--- src/rtl/exp6_controle_exibicao_if.sv ---
`default_nettype none
// +--------------------------------------------------------------------------+
// | Module   : exp6_controle_exibicao_if                                     |
// | Purpose  : Bundles the signals between the game controller, the jogada   |
// |            memory and the LED playback sequencer.                        |
// | Signals  : iniciar_exibicao - start request                              |
// |            cancelar         - synchronous abort                          |
// |            limite[3:0]      - index of the last address to show          |
// |            dado_memoria[3:0]- memory read data at endereco               |
// |            endereco[3:0]    - address being displayed                    |
// |            leds[3:0]        - registered LED pattern                     |
// |            exibindo         - playback in progress                       |
// |            pronto_exibicao  - one-cycle done pulse                       |
// |            db_estado[3:0]   - state code for a hexa7seg display          |
// | Modports : master - controller/memory side, slave - sequencer side       |
// | Revision : 1.0 - initial release                                         |
// +--------------------------------------------------------------------------+
interface exp6_controle_exibicao_if;
   logic       iniciar_exibicao;
   logic       cancelar;
   logic [3:0] limite;
   logic [3:0] dado_memoria;
   logic [3:0] endereco;
   logic [3:0] leds;
   logic       exibindo;
   logic       pronto_exibicao;
   logic [3:0] db_estado;

   modport master (
      output iniciar_exibicao,
      output cancelar,
      output limite,
      output dado_memoria,
      input  endereco,
      input  leds,
      input  exibindo,
      input  pronto_exibicao,
      input  db_estado
   );

   modport slave (
      input  iniciar_exibicao,
      input  cancelar,
      input  limite,
      input  dado_memoria,
      output endereco,
      output leds,
      output exibindo,
      output pronto_exibicao,
      output db_estado
   );
endinterface
`default_nettype wire

--- src/rtl/exp6_controle_exibicao.sv ---
`default_nettype none
// +--------------------------------------------------------------------------+
// | Module   : exp6_controle_exibicao                                        |
// | Purpose  : Plays back the stored jogada sequence on the LEDs. Walks the  |
// |            memory address from 0 up to a captured limit, lights each     |
// |            value for T_ON cycles followed by a T_OFF blank gap, then     |
// |            pulses pronto_exibicao for one cycle.                         |
// | Params   : T_ON  - cycles each value stays lit (>= 1)                    |
// |            T_OFF - cycles of blank gap after each value (>= 1)           |
// | Ports    : clock - system clock, rising edge                             |
// |            reset - asynchronous, active-high                             |
// |            bus   - exp6_controle_exibicao_if.slave (start/abort/limit in,|
// |                    memory data in, address/leds/status out)              |
// | Revision : 1.0 - initial release                                         |
// +--------------------------------------------------------------------------+
module exp6_controle_exibicao #(
   parameter int T_ON  = 1000,
   parameter int T_OFF = 500
) (
   input  wire logic                      clock,
   input  wire logic                      reset,
   exp6_controle_exibicao_if.slave        bus
);

   // The timer only ever has to hold max(T_ON, T_OFF) - 1.
   localparam int T_MAX   = (T_ON > T_OFF) ? T_ON : T_OFF;
   localparam int TIMER_W = (T_MAX > 1) ? $clog2(T_MAX) : 1;

   localparam logic [TIMER_W-1:0] ON_LAST  = TIMER_W'(T_ON - 1);
   localparam logic [TIMER_W-1:0] OFF_LAST = TIMER_W'(T_OFF - 1);

   typedef enum logic [2:0] {
      INICIAL = 3'd0,
      PREPARA = 3'd1,
      LIGA    = 3'd2,
      DESLIGA = 3'd3,
      PROXIMO = 3'd4,
      FIM     = 3'd5
   } state_t;

   state_t               state;
   logic [3:0]           limite_reg;
   logic [3:0]           endereco_reg;
   logic [3:0]           leds_reg;
   logic [TIMER_W-1:0]   timer;
   // {exibindo, pronto_exibicao, db_estado}, loaded together with the next
   // state so that the status outputs are registered and glitch-free.
   logic [5:0]           saida;

   function automatic logic [5:0] saidas_de(input state_t s);
      logic exib;
      logic pronto;
      exib   = (s != INICIAL) && (s != FIM);
      pronto = (s == FIM);
      return {exib, pronto, 1'b0, s};
   endfunction

   always_ff @(posedge clock or posedge reset) begin
      if (reset) begin
         state        <= INICIAL;
         limite_reg   <= 4'd0;
         endereco_reg <= 4'd0;
         leds_reg     <= 4'd0;
         timer        <= '0;
         saida        <= 6'd0;
      end else if (bus.cancelar) begin
         // Abort wins over everything, including a start request.
         state        <= INICIAL;
         endereco_reg <= 4'd0;
         leds_reg     <= 4'd0;
         timer        <= '0;
         saida        <= saidas_de(INICIAL);
      end else begin
         case (state)
            INICIAL: begin
               endereco_reg <= 4'd0;
               leds_reg     <= 4'd0;
               timer        <= '0;
               if (bus.iniciar_exibicao) begin
                  limite_reg <= bus.limite;
                  state      <= PREPARA;
                  saida      <= saidas_de(PREPARA);
               end
            end

            PREPARA: begin
               // Address 0 has been stable since INICIAL, so the read
               // data is valid to sample here.
               endereco_reg <= 4'd0;
               timer        <= '0;
               leds_reg     <= bus.dado_memoria;
               state        <= LIGA;
               saida        <= saidas_de(LIGA);
            end

            LIGA: begin
               if (timer == ON_LAST) begin
                  timer    <= '0;
                  leds_reg <= 4'd0;
                  state    <= DESLIGA;
                  saida    <= saidas_de(DESLIGA);
               end else begin
                  timer <= timer + TIMER_W'(1);
               end
            end

            DESLIGA: begin
               if (timer == OFF_LAST) begin
                  timer <= '0;
                  if (endereco_reg == limite_reg) begin
                     state <= FIM;
                     saida <= saidas_de(FIM);
                  end else begin
                     // Cannot wrap: limite_reg tops out at 15 and we stop
                     // on equality before incrementing.
                     endereco_reg <= endereco_reg + 4'd1;
                     state        <= PROXIMO;
                     saida        <= saidas_de(PROXIMO);
                  end
               end else begin
                  timer <= timer + TIMER_W'(1);
               end
            end

            PROXIMO: begin
               // One cycle of settling at the new address before sampling.
               leds_reg <= bus.dado_memoria;
               timer    <= '0;
               state    <= LIGA;
               saida    <= saidas_de(LIGA);
            end

            FIM: begin
               // endereco holds the last shown address until INICIAL.
               endereco_reg <= 4'd0;
               leds_reg     <= 4'd0;
               timer        <= '0;
               state        <= INICIAL;
               saida        <= saidas_de(INICIAL);
            end

            default: begin
               endereco_reg <= 4'd0;
               leds_reg     <= 4'd0;
               timer        <= '0;
               state        <= INICIAL;
               saida        <= saidas_de(INICIAL);
            end
         endcase
      end
   end

   assign bus.endereco        = endereco_reg;
   assign bus.leds            = leds_reg;
   assign bus.exibindo        = saida[5];
   assign bus.pronto_exibicao = saida[4];
   assign bus.db_estado       = saida[3:0];

endmodule
`default_nettype wire

--- src/flat_wrapper.sv ---
// flat-port wrapper written by rule: the top's interface ports become plain ports
module exp6_controle_exibicao_flat 
#(
   parameter int T_ON  = 1000,
   parameter int T_OFF = 500
)
  (clock, reset, bus_iniciar_exibicao, bus_cancelar, bus_limite, bus_dado_memoria, bus_endereco, bus_leds, bus_exibindo, bus_pronto_exibicao, bus_db_estado);
  exp6_controle_exibicao_if bus_i ();
  input  wire logic clock;
  input  wire logic reset;
  input wire logic [$bits(bus_i.iniciar_exibicao)-1:0] bus_iniciar_exibicao;
  input wire logic [$bits(bus_i.cancelar)-1:0] bus_cancelar;
  input wire logic [$bits(bus_i.limite)-1:0] bus_limite;
  input wire logic [$bits(bus_i.dado_memoria)-1:0] bus_dado_memoria;
  output wire logic [$bits(bus_i.endereco)-1:0] bus_endereco;
  output wire logic [$bits(bus_i.leds)-1:0] bus_leds;
  output wire logic [$bits(bus_i.exibindo)-1:0] bus_exibindo;
  output wire logic [$bits(bus_i.pronto_exibicao)-1:0] bus_pronto_exibicao;
  output wire logic [$bits(bus_i.db_estado)-1:0] bus_db_estado;
  assign bus_i.iniciar_exibicao = bus_iniciar_exibicao;
  assign bus_i.cancelar = bus_cancelar;
  assign bus_i.limite = bus_limite;
  assign bus_i.dado_memoria = bus_dado_memoria;
  assign bus_endereco = bus_i.endereco;
  assign bus_leds = bus_i.leds;
  assign bus_exibindo = bus_i.exibindo;
  assign bus_pronto_exibicao = bus_i.pronto_exibicao;
  assign bus_db_estado = bus_i.db_estado;
  exp6_controle_exibicao #(.T_ON(T_ON), .T_OFF(T_OFF)) u_core (.clock(clock), .reset(reset), .bus(bus_i));
endmodule
--- config.mk ---
export PLATFORM = sky130hd
export DESIGN_NAME = exp6_controle_exibicao_flat
export DESIGN_NICKNAME = d
export VERILOG_FILES = /design/src/rtl/exp6_controle_exibicao_if.sv /design/src/rtl/exp6_controle_exibicao.sv /design/src/flat_wrapper.sv
export SDC_FILE = /design/constraint.sdc
export NUM_CORES = 1
export LEC_CHECK = 0
export BUFFER_PORTS_ARGS = -buffer_cell sky130_fd_sc_hd__buf_2
export CAP_MARGIN = 20
export CORE_ASPECT_RATIO = 0.6
export CORE_MARGIN = 1
export CORE_UTILIZATION = 45
export DETAILED_ROUTE_END_ITERATION = 8
export GPL_ROUTABILITY_DRIVEN = 0
export PLACE_DENSITY = 0.72
export REMOVE_ABC_BUFFERS = 1
export SLEW_MARGIN = 5
export SYNTH_ARGS = -nofsm -noshare
export SYNTH_HDL_FRONTEND = slang
export SYNTH_SLANG_ARGS = --single-unit
--- constraint.sdc ---
create_clock -name clock -period 2.4 [get_ports clock]
set_clock_uncertainty 0.1 [all_clocks]
set_input_delay 0.12 -clock clock [delete_from_list [all_inputs] [get_ports clock]]
set_output_delay 0.12 -clock clock [all_outputs]
set_load 0.02 [all_outputs]
# == Word-level counts from Yosys, hierarchy flattened ==
# Cells that the tools add are included.
# op_classes
n_addsub,2
multipliers,0
div_mod_pow,0
magnitude_cmp,0
eq_ne,13
n_shift,0
n_mux,23
bitwise,1
n_reduce_logical,7
# ops
operator,count
$mux 10,3
$mux 6,5
$pmux 6 s4,1
$mux 4,5
$pmux 10 s2,1
$mux 3,4
$pmux 3 s4,1
$pmux 4 s3,1
$add 10x1->10 const B,1
$eq 10x10->1 const B,1
$eq 10x9->1 const B,1
$reduce_and 3->1,3
$pmux 4 s2,1
$eq 3x2->1 const B,2
$ne 3x2->1 const B,2
$ne 3x3->1 const B,2
$add 4x1->4 const B,1
$eq 4x4->1,1
$reduce_or 2->1,2
$eq 3x1->1 const B,1
$eq 3x3->1 const B,1
$logic_not 3->1,1
$ne 2x1->1 const B,1
$ne 2x2->1 const B,1
other kinds (3),3
# totals
ff_bits,31
latchBits,0
ramBits,0
rom_bits,0
out_inout_bits,14
word_cells,52
n_memories,0

# == Logic depth before layout (Yosys ltp) ==
# depth
word_depth,5
ltp_mapped,6

# == Worst setup path before layout ==
# No wires, ideal clock.
# synth_path
path_type,register to register
start,"register u_core.endereco_reg[1], in the netlist u_core.bus.endereco[1]"
end,"register u_core.endereco_reg[0], in the netlist u_core.bus.endereco[0]"
setup_ns,0.125
t_arrival_ns,1.634
slack_ns,0.541
stages_incl_launch_ff,6
n_path_buf,0
period_less_slack_ns,1.859
cell_sequence,dfrtp_1 -> xor2_1 -> nor4_4 -> nand3_2 -> o21a_1 -> mux2_4
# synth_between
elab_chain_len,3
# synth_lines
element,line,rtl
start: declaration,exp6_controle_exibicao.sv:43,logic [3:0] endereco_reg;
start signal: assignment,exp6_controle_exibicao.sv:116,endereco_reg <= endereco_reg + 4'd1;
$eq 4x4->1,exp6_controle_exibicao.sv:110,if (endereco_reg == limite_reg) begin
$ne 3x3->1 (no line),-,
$reduce_and 3->1 (no line),-,
# No other way between the ends.
# A chain may end at the register's enable or synchronous reset.

# == Worst setup path in the final report ==
# Same ends and word-level chain as after synthesis.

==> flow_summary.yaml <==
run_status:
  status: "complete, no violations"
clocking:
  clock_sinks: 27
  clk_pin_slew_worst_paths_ns: 0.09
  ctsLongestPathBuffers: 2
  cts_root_buf: "clkbuf_8"
  cts-htree-levels: 1
  cts_resized: 0
  cts_tree: "built"
  clock_latency_ns: 0.28
  cts_buffers: 3
floorplanning:
  die_y_um: 45.9
  std_cell_rows: 15
  initial_utilization_pct: 48.7
  io_pins: 26
  fp.dieArea_sq_um: 3450
  die_width_um: 75.2
  core_area_sq_um: 2970
worst_setup_path:
  cp_top_family: "simple AND/OR/NAND/NOR gates"
  cpMaxStageDelayCell: "dfrtp_1"
  crit_fanout: 5
  rrSetupSlack_ns: 0.50
  path_cells: "xor2_1 > nor4_4 > nand3_2 > o21a_1 > mux2_4"
  crit_buf_inv: 0
  arrival_ns: 1.97
  ff2ff_path_depth: 5
  critPathKind: "reg -> reg"
  worstSetupStartpointType: "register"
  cp-end-kind: "register"
  worstSetupPathDepth: 5
  required_ns: 2.47
  slowest_delay_ns: 0.44
sta:
  fin_crit_sh_pct: 79.0
  hold_violations: 0
  fin_crit_ns: 1.90
  slew_violations: 0
  clock.fmax_ghz: 0.528
  rsz0062_at_grt: "false"
  tightest_slew_ns: 0.493
  setup_viol: 0
  finalSetupTns_ns: 0
  slew_headroom_pct: 66.9
routing:
  viasPerCell: 5.20
  dr.pass1.iters: 4
  finalWirelength_um: 3110
  route.detailed.drc: 0
  drtIter0Drc: 96
  vias: 1107
  wl_per_cell_um: 14.6
  ant_nets: 0
finish:
  drive_above_1_share_pct: 27.5
  final_core_util_pct: 58.6
  stdcell_count: 213
  synthToLayoutAreaGrowth_pct: 20.2
  largest_reg_flops: 10
  antenna_cells: 0
  nets: 186
  largest_register: "u_core.timer"
worst_hold_path:
  holdPathStages: 2
  hold_path_class: "in -> reg"
pwr:
  p_leak_uw: 0.000807
  p_per_area_nw_per_um2: 756
  ir_drop_mv: 0.405
synth:
  mappedNetlistArea_sq_um: 1450
  yosysSeqAreaShare_pct: 46.8
  async_reset_ff_share_pct: 100
  ys.flop_type: "dfrtp_1"
  netlist_top_cells_area: "dfrtp_1 (47%), xnor2_1 (4.8%), nor2_1 (4.7%), xor2_1 (4.2%), mux2_2 (3.9%)"
  avgSynthCellArea_sq_um: 10.6
  ys_warn_count: 0
  ys_types: 42
  ys_seq_elements: 27
  synth_top_area_share_pct: 46.8
  synth_edf_count: 0
  synth_cells: 136
  synth_area_leader_cell: "dfrtp_1"
placement:
  dp_cells: 200
  dp_hpwl_um: 2300
  port_buffers: 24
global_route:
  grt_first_pass_wirelength_um: 5010
  groute.usage.overall_pct: 20.0
  grt_start_max_net_pins: 28
  grt_pass1_vias: 1010
  antenna_found_initial: 0
  gr-total-overflow: 0
run:
  maxCapViolations: 0
-- repair_timing --
| action | 4_1_cts | 5_1_grt |
|---|---|---|
| endpoints found under the hold margin | 35 | 0 |
| setup buffers | 0 | 0 |
| hold buffers | 9 | 0 |
-- cell families after synthesis --
group,after synthesis,share of synthesized area [%]
multiplexers,8,6.41
flip-flops,27,46.8
other,1,0.259
AND/OR/NAND/NOR,55,22.1
buffers and inverters,9,3.98
AO/OA/AOI/OAI,19,9.70
adder cells (fa/ha/maj),2,1.73
XOR/XNOR,15,9.09
-- per-stage QoR --
stage          total power, uW  instance area (sq um)  setup WS, ns  hold WS (ns)
2_1_floorplan              910                   1400         0.364        0.0727
3_5_place_dp              1040                   1600         0.519        0.0955
3_3_place_gp              1030                   1600         0.585        0.0881
5_1_grt                   1390                   1740         0.405        0.0505
6_report                  1310                   1740         0.505        0.0380
4_1_cts                   1320                   1740         0.504        0.0366
-- path summary, 6_finish.rpt --
check,start,endpoint
min reg2reg,u_core.timer[0],u_core.timer[0]
min in group asynchronous,reset,u_core.bus.leds[0]
max reg2reg,u_core.bus.endereco[1],u_core.bus.endereco[0]
max,u_core.bus.endereco[1],u_core.bus.endereco[0]
min,bus_cancelar,u_core.state[1]
max in group asynchronous,reset,u_core.bus.endereco[1]
-- where the power goes --
group          internal [uW]  switching, uW
Combinational            194            236
Clock                    118            147
Sequential               526           90.7
-- Yosys cell counts, drive strengths merged (4+ instances only) --
library cell and number:
a22o 5, and3 4, buf 4, dfrtp 27, inv 4, mux2 7, nand2 8, nand3 7
nor2 19, xnor2 8, xor2 7
-- worst register-to-register path, cell delays in order (launching register included) --
cell	delay (ns)
dfrtp_1	0.44
xor2_1	0.19
nor4_4	0.38
nand3_2	0.14
o21a_1	0.24
mux2_4	0.30
-- routing by layer --
layer  routed length (um)  global-route usage (%)  share of wire, %  vias up
li1                     -                       -                 -      538
met1                 1620                    29.8                52      535
met2                 1300                    29.9                42       31
met3                  172                    4.87               5.5        3
met4                   13                    3.33              0.42        0
met5                    0                       0                 0        -
-- cells in the final DEF (no fill, tap or decap), types with 3 or more instances in the layout --
master / count
a22o_1: 5
mux2_2: 5
inv_1: 4
nor2_1: 18
buf_2: 24
dfrtp_1: 27
nor3_1: 3
nand2_1: 8
a21oi_1: 3
buf_4: 3
xnor2_1: 8
nand3_1: 5
xor2_1: 7
clkbuf_8: 3
dlygate4sd3_1: 9
-- layout make-up --
cell class | count | area, sq um
clock buffer | 3 | 41.3
fill | 262 | 1230
tap | 42 | 52.6
timing repair buffer | 36 | 233
clock inverter | 1 | 7.51
multi-input combinational | 100 | 712
inverter | 4 | 15.0
sequential | 27 | 676
Note: power is estimated with default switching activity, not from simulation.
